**config.mk**
```make
export PLATFORM = sky130hd
export DESIGN_NAME = alu_opsel_seq
export DESIGN_NICKNAME = d
export VERILOG_FILES = /design/src/rtl/rv32v_alu_pkg.sv /design/src/rtl/vec_elem_cnt.sv /design/src/rtl/alu_opsel_seq.sv
export SDC_FILE = /design/constraint.sdc
export NUM_CORES = 1
export LEC_CHECK = 0
export ABC_AREA = 0
export BUFFER_PORTS_ARGS = -buffer_cell sky130_fd_sc_hd__clkbuf_2
export CORE_MARGIN = 2
export CORE_UTILIZATION = 45
export DETAILED_ROUTE_END_ITERATION = 12
export PLACE_DENSITY = 0.73
export SLEW_MARGIN = 25
export SYNTH_ARGS = -nofsm -noshare
export SYNTH_HDL_FRONTEND = slang
export SYNTH_HIERARCHICAL = 1
export SYNTH_SLANG_ARGS = --single-unit
```
**constraint.sdc**
```tcl
create_clock -name clk -period 1.8 [get_ports clk]
set_input_delay 0.36 -clock clk [delete_from_list [all_inputs] [get_ports clk]]
set_output_delay 0.36 -clock clk [all_outputs]
set_load 0.05 [all_outputs]
```
**src/rtl/rv32v_alu_pkg.sv**
```systemverilog
// Shared op-class codes, sequencer states and op classification helpers for the ALU operand-select path.
// Op codes double as the operand-select mux encoding.
package rv32v_alu_pkg;

    localparam logic [2:0] OP_RR = 3'b000;
    localparam logic [2:0] OP_RI = 3'b001;
    localparam logic [2:0] OP_VV = 3'b010;
    localparam logic [2:0] OP_VI = 3'b011;
    localparam logic [2:0] OP_LS = 3'b101;

    typedef enum logic [1:0] {
        ST_IDLE = 2'b00,
        ST_SCAL = 2'b01,
        ST_VEC  = 2'b10,
        ST_FIN  = 2'b11
    } state_t;

    function automatic logic is_vec(input logic [2:0] op);
        return (op == OP_VV) || (op == OP_VI);
    endfunction

    function automatic logic is_legal(input logic [2:0] op);
        return (op == OP_RR) || (op == OP_RI) || (op == OP_VV) ||
               (op == OP_VI) || (op == OP_LS);
    endfunction

endpackage

```
**src/rtl/vec_elem_cnt.sv**
```systemverilog
// Element index counter: load arms a new length, en advances, last flags the final element.
// Latency: registered, one cycle from load/en/clr. Backpressure: caller gates en with stall.
// Holds all state whenever load/en/clr are low.
module vec_elem_cnt #(
    parameter int NUM_ELEM = 8,
    parameter int EW       = $clog2(NUM_ELEM)
) (
    input  logic          clk,
    input  logic          rst_n,
    input  logic          clr,
    input  logic          load,
    input  logic          en,
    input  logic [EW:0]   vl,
    output logic [EW-1:0] idx,
    output logic          last
);

    logic [EW:0] vl_q;

    always_ff @(posedge clk) begin
        if (!rst_n || clr) begin
            idx  <= '0;
            last <= 1'b0;
            vl_q <= '0;
        end else if (load) begin
            idx  <= '0;
            vl_q <= vl;
            last <= (vl == (EW+1)'(1));
        end else if (en) begin
            idx  <= idx + 1'b1;
            // next index is idx+1, which is the last one when idx+2 == vl
            last <= (({1'b0, idx} + (EW+1)'(2)) == vl_q);
        end
    end

endmodule

```
**src/rtl/alu_opsel_seq.sv**
```systemverilog
// Operand-select sequencer: drives mux enable/select for one decoded op, stepping vector elements.
// Latency: accept T, first stg_en T+1, done T+1+N, ready again T+2+N.
// Backpressure: in_ready only in IDLE; stall freezes sequencing and drops stg_en; flush aborts.
module alu_opsel_seq
    import rv32v_alu_pkg::*;
#(
    parameter int NUM_ELEM = 8,
    parameter int EW       = $clog2(NUM_ELEM)
) (
    input  logic          clk,
    input  logic          rst_n,
    input  logic          in_valid,
    output logic          in_ready,
    input  logic [2:0]    in_op,
    input  logic [EW:0]   in_vl,
    input  logic          stall,
    input  logic          flush,
    output logic          stg_en,
    output logic [2:0]    select,
    output logic [EW-1:0] elem_idx,
    output logic          last,
    output logic          busy,
    output logic          done,
    output logic          err
);

    state_t      state;
    logic        accept;
    logic [EW:0] vl_clamp;
    logic        cnt_load;
    logic        cnt_en;
    logic        cnt_clr;
    logic [EW:0] cnt_vl;

    assign in_ready = (state == ST_IDLE) && !flush;
    assign stg_en   = ((state == ST_SCAL) || (state == ST_VEC)) && !stall;
    assign busy     = (state != ST_IDLE);
    assign accept   = in_valid && in_ready;
    assign vl_clamp = (in_vl > (EW+1)'(NUM_ELEM)) ? (EW+1)'(NUM_ELEM) : in_vl;

    // Scalar ops load a length of one so the counter's last flag covers them too.
    always_comb begin
        cnt_load = accept && is_legal(in_op) && (!is_vec(in_op) || (in_vl != '0));
        cnt_vl   = is_vec(in_op) ? vl_clamp : (EW+1)'(1);
        cnt_clr  = flush || (stg_en && last);
        cnt_en   = stg_en && !last;
    end

    vec_elem_cnt #(
        .NUM_ELEM (NUM_ELEM),
        .EW       (EW)
    ) u_cnt (
        .clk  (clk),
        .rst_n(rst_n),
        .clr  (cnt_clr),
        .load (cnt_load),
        .en   (cnt_en),
        .vl   (cnt_vl),
        .idx  (elem_idx),
        .last (last)
    );

    always_ff @(posedge clk) begin
        if (!rst_n) begin
            state  <= ST_IDLE;
            select <= OP_RR;
            done   <= 1'b0;
            err    <= 1'b0;
        end else begin
            done <= 1'b0;
            err  <= 1'b0;
            if (flush) begin
                state <= ST_IDLE;
            end else begin
                case (state)
                    ST_IDLE: begin
                        if (in_valid) begin
                            if (!is_legal(in_op)) begin
                                state <= ST_FIN;
                                done  <= 1'b1;
                                err   <= 1'b1;
                            end else begin
                                select <= in_op;
                                if (!is_vec(in_op)) begin
                                    state <= ST_SCAL;
                                end else if (in_vl == '0) begin
                                    state <= ST_FIN;
                                    done  <= 1'b1;
                                end else begin
                                    state <= ST_VEC;
                                end
                            end
                        end
                    end
                    ST_SCAL, ST_VEC: begin
                        if (!stall && last) begin
                            state <= ST_FIN;
                            done  <= 1'b1;
                        end
                    end
                    ST_FIN:  state <= ST_IDLE;
                    default: state <= ST_IDLE;
                endcase
            end
        end
    end

endmodule
```
* Yosys cells after proc, flatten, opt, wreduce, memory -nomap -nowiden *
Cells that the tools add are included.

word-level totals
  bits in registers = 15
  bits in latches = 0
  RAM bits = 0
  ROM bits = 0
  input bits = 12
  output and inout port bits = 12
  word-level logic and storage cells = 76
  memories = 0

operators by class
  add/subtract/negate cells = 2
  $mul = 0
  div/mod/pow operators = 0
  magnitude comparators = 1
  equality and inequality tests = 11
  shift-type cells = 0
  mux-type cells = 17
  bitwise operators = 4
  reductions and logical operators = 34

operator list
  kind                                                             number
  1-bit logical OR                                                 9
  1-bit two-way mux                                                9
  1-bit logical AND                                                8
  2-bit two-way mux                                                4
  4-bit two-way mux                                                2
  3-bit by 2-bit == test with 1-bit output, second input constant  2
  2-bit case mux with 3 select lines                               1
  2-bit OR reduction                                               3
  1-bit zero test                                                  5
  3-bit by 2-bit adder with 4-bit output, second input constant    1
  2-bit == test, second input constant                             2
  4-bit by 1-bit == test with 1-bit output, second input constant  1
  4-bit == test                                                    1
  4-bit greater-than comparator, second input constant             1
  4-bit zero test                                                  1
  2-bit inequality test, second input constant                     2
  1-bit NOT                                                        4
  4-bit AND reduction                                              1
  2-bit nonzero test                                               2
  4-bit nonzero test                                               1
  4-bit OR reduction                                               1
  3-bit by 1-bit adder with 3-bit output, second input constant    1
  3-bit by 1-bit == test with 1-bit output, second input constant  1
  3-bit == test, second input constant                             1
  5 further kinds                                                  5

* Depth between registers and ports, before layout *
  depth after elaboration = 8
  depth in mapped cells = 9
  mapped depth without buffers = 8

* Modules after synthesis *
Netlist, hierarchy kept.

by module, submodules not included
  module         times used  cells each  area each (um2)  seq. area each (um2)
  alu_opsel_seq  1           60          454.2            140.1
  vec_elem_cnt   1           39          404.1            160.2

* Worst setup path before layout *
OpenSTA, ideal clock, no wires.

  path type = flip-flop to flip-flop
  start = reg state[0]
  end = reg u_cnt.last
  setup time = 0.059 ns
  arrival time = 2.310 ns
  data required time = 1.741 ns
  path slack = -0.569 ns
  cell stages (with the launch flop) = 8
  path buffers = 0
  cell sequence = dfxtp_1 > inv_1 > ha_1 > nor2b_1 > nor2b_1 > nor3_1 > nor4_1 > a22o_1

on the way
  elaborated cells on any way between the ends = 15
  classes of those cells = 2 x eq/ne; 1 x mux; 12 x reduce/logical

RTL lines
  element                                                                    RTL line             text
  from (decl)                                                                alu_opsel_seq.sv:27  state_t state;
  from (signal assigned)                                                     alu_opsel_seq.sv:65  state <= ST_IDLE;
  from (signal assigned)                                                     alu_opsel_seq.sv:73  state <= ST_IDLE;
  from (signal assigned)                                                     alu_opsel_seq.sv:79  state <= ST_FIN;
  2-bit by 1-bit == test with 1-bit output or 2-bit == test (tied branches)  alu_opsel_seq.sv:36  assign stg_en = ((state == ST_SCAL) || (state == ST_VEC)) && !stall;
  1-bit logical OR (*)                                                       alu_opsel_seq.sv:36
  1-bit logical AND (*)                                                      alu_opsel_seq.sv:36
  net stg_en                                                                 alu_opsel_seq.sv:18  output logic stg_en,
  1-bit logical AND (*)                                                      alu_opsel_seq.sv:46  cnt_en = stg_en && !last;
  net cnt_en                                                                 alu_opsel_seq.sv:31  logic cnt_en;
  2-bit nonzero test (no source line) (*)                                    -
  to (signal assigned)                                                       vec_elem_cnt.sv:28   last <= (vl == (EW+1)'(1));
  to (signal assigned)                                                       vec_elem_cnt.sv:32   last <= (({1'b0, idx} + (EW+1)'(2)) == vl_q);
  to (decl)                                                                  vec_elem_cnt.sv:15   output logic last

Mark *: on every way through the listed nets, which the timed path passes. The rest lies on a longest branch.
A chain may end at the register's enable or synchronous reset.

* Final worst setup path *
  start = reg state[0]
  end = out in_ready

on the way
  longest elaborated chain between the ends = 2

RTL lines
  element            RTL line             text
  2-bit zero test    alu_opsel_seq.sv:35  assign in_ready = (state == ST_IDLE) && !flush;
  1-bit logical AND  alu_opsel_seq.sv:35
  to (decl)          alu_opsel_seq.sv:13  output logic in_ready,

Every way passes these cells.

==> metrics <==
Final Slew Violations=0; residual DRC count=0; Num CTS Buffers=3; CTS tree=yes; Post-synth top flop=dfxtp_1; count of unique library cells instantiated by Yosys=29; Avg Inst Size Synth=8.67 um2; switching power=267 uW; Least-Margin Pin Slew=0.333 ns; CTS sink cnt=15; Sequential Power Share=44.9%; critical path data arrival time=1.36 ns; VDD IR max=0.522 mV; top post-synthesis cells by area=dfxtp_1 (35%), ha_1 (5.8%), mux2i_1 (5.8%); Switching Share=34.0%; Seq cells post-synth=15; Placement Setup Slack=0.0752 ns; Crit Path Category=register to output port; setup ws final=0.0777 ns; num rows=15; static leakage=0.000484 uW; overall power=784 uW; Clock Latency Late Sink=0.29 ns; Post-Syn Area=858 um2; sequential cell area fraction in the yosys report=35.0%; Final Hold Viols=0; clock share of power=25.1%; layout cells sized above 1=31.3%; worst hold-check path type=input port to register; synth-to-layout area growth=27.4%; Tmin final=1.72 ns; WL per Instance=11.4 um; worst clock skew=0.00272 ns; post-synthesis async set-or-reset flop share=0%; Synthesized Nets=115; CP max FO=6; final core occ=62.0%; RSZ-0062 raised after global routing=false; Initial Util=48.7%; largest net degree at the start of global routing=10; num ports=24; fillcell total=160; final period utilization=95.7%; first-pass GRT wire length=2.88 mm; Final nets=145; Synth Warn #=6; final setup fails=0; status=finished clean; most frequent cell after synthesis=dfxtp_1; Fmax=0.581 GHz; Worst EP required=1.44 ns; antenna violations before repair=0; Final GP Congestion=0.842; Max-Cap Viols=0; P_int=518 uW; CTS HTree Levels=1; top cells by count, synth=dfxtp_1 (15), nor2_1 (10), nand2_1 (8); ANT nets after route=0; die width=47.7 um; PwrDens=717 nW/um2; EDFF count, synth=0; Core Area=1760 um2; Worst slew margin=77.7%; GRT Resource Usage Total=18.1%; crit start category=register; HPWL Detailed=1.40 mm; Logic pwr share=30.0%; Via Count=782; Yosys top cell area share=35.0%; port buffer count=23; CP Capture Type=output port; grt total ovfl=0; clock-pin slew on the worst setup and hold paths=0.09 ns; Die ar.=2270 um2; n_diodes=0; die height=47.7 um; Vias per Instance=5.11; Initial DRC Count=20; hold-fix buffers at CTS=0; clk root buf=clkbuf_4; top cell type by total area after synthesis=dfxtp_1; vias in the first global route=707; clk buf depth=2; cell count after synthesis=99; drt pass-1 iters=4; Post-Route WL=1.75 mm
[sequential cells by signal, indices dropped and copies added (netlist names)]
signal	flops
u_cnt/idx	3
state	2
done	1
err	1
select	3
u_cnt/last	1
u_cnt/vl_q	4
[per-stage QoR]
| stage | std cells | hold WS [ns] | cell area, um2 | setup TNS (ns) |
|---|---|---|---|---|
| after floorplan | 99 | 0.481 | 871 | -0.0488 |
| after global placement | 149 | 0.465 | 1020 | 0 |
| after detailed placement | 149 | 0.467 | 1020 | 0 |
| after CTS | 153 | 0.318 | 1060 | 0 |
| after global routing | 153 | 0.340 | 1090 | 0 |
| final | 153 | 0.326 | 1090 | 0 |
[logic make-up (layout without fill, tap and decap cells)]
family	Yosys count	count (layout)	share of synthesized area, %
buffers and inverters	8	37	5.25
adders and majority gates	4	4	5.83
AOI/OAI and AO/OA	19	19	14.0
muxes	5	5	5.83
and+or+nand+nor	42	42	28.0
xor gates and xnor gates	6	6	6.12
DFF	15	15	35.0
[final cells by class]
type / instances / area, um2 / share of cell area [%]
Clock buffer: 3 / 22.5 / 2.06
Clock inverter: 1 / 5.00 / 0.458
Inverter: 6 / 22.5 / 2.06
Multi-Input combinational cell: 76 / 553 / 50.6
Sequential cell: 15 / 300 / 27.5
Tap cell: 25 / 31.3 / 2.86
Timing Repair Buffer: 27 / 159 / 14.5
[cell usage in the layout (no fill, tap or decap), types with 2 or more instances in the layout]
cell / count
mux2i_1: 5
dfxtp_1: 15
nor2b_1: 4
inv_1: 6
nand2b_1: 4
o21ai_0: 5
ha_1: 3
xor2_1: 4
buf_4: 4
nor2_1: 9
a21oi_1: 5
nor3_1: 6
nor2b_4: 2
clkbuf_4: 5
clkbuf_2: 20
nor3b_1: 2
xnor2_1: 2
nand2_1: 8
[routing by layer]
metal | track usage, % | up-vias | wire length, um
li1 | - | 401 | -
met1 | 20.8 | 359 | 786
met2 | 32.4 | 18 | 860
met3 | 2.26 | 4 | 62
met4 | 9.73 | 0 | 38
met5 | 0 | - | 0
[path summary, 6_finish.rpt]
kind	from	to	slack, ns	cells past startpoint
setup reg to reg	state[0]$_SDFFE_PP0P_	u_cnt/last$_SDFFE_PP0P_	0.17	8
hold reg to reg	select[0]$_SDFFE_PN0P_	select[0]$_SDFFE_PN0P_	0.48	2
setup / recovery	state[0]$_SDFFE_PP0P_	in_ready	0.08	6
hold / removal	in_op[0]	select[0]$_SDFFE_PN0P_	0.33	3
[worst max-delay path, stage by stage, from the launching register on]
cell      delay (ns)
dfxtp_1         0.37
inv_1           0.08
ha_4            0.16
buf_4           0.14
inv_1           0.08
nor2_2          0.04
clkbuf_4        0.20
[power by group through the flow]
stage / registers [uW] / logic (uW) / clock network [uW]
after CTS: 352 / 222 / 201
after floorplan: 382 / 133 / 0
after global routing: 354 / 255 / 216
after detailed placement: 360 / 217 / 0
final: 352 / 235 / 197
after global placement: 359 / 214 / 0
[timing repair]
item,in CTS,in global routing
pin swaps,0,0
buffers inserted,0,0
gates resized for setup,2,8
endpoints found under the setup margin,1,8
No activity file was read; power rests on OpenSTA's default activity.
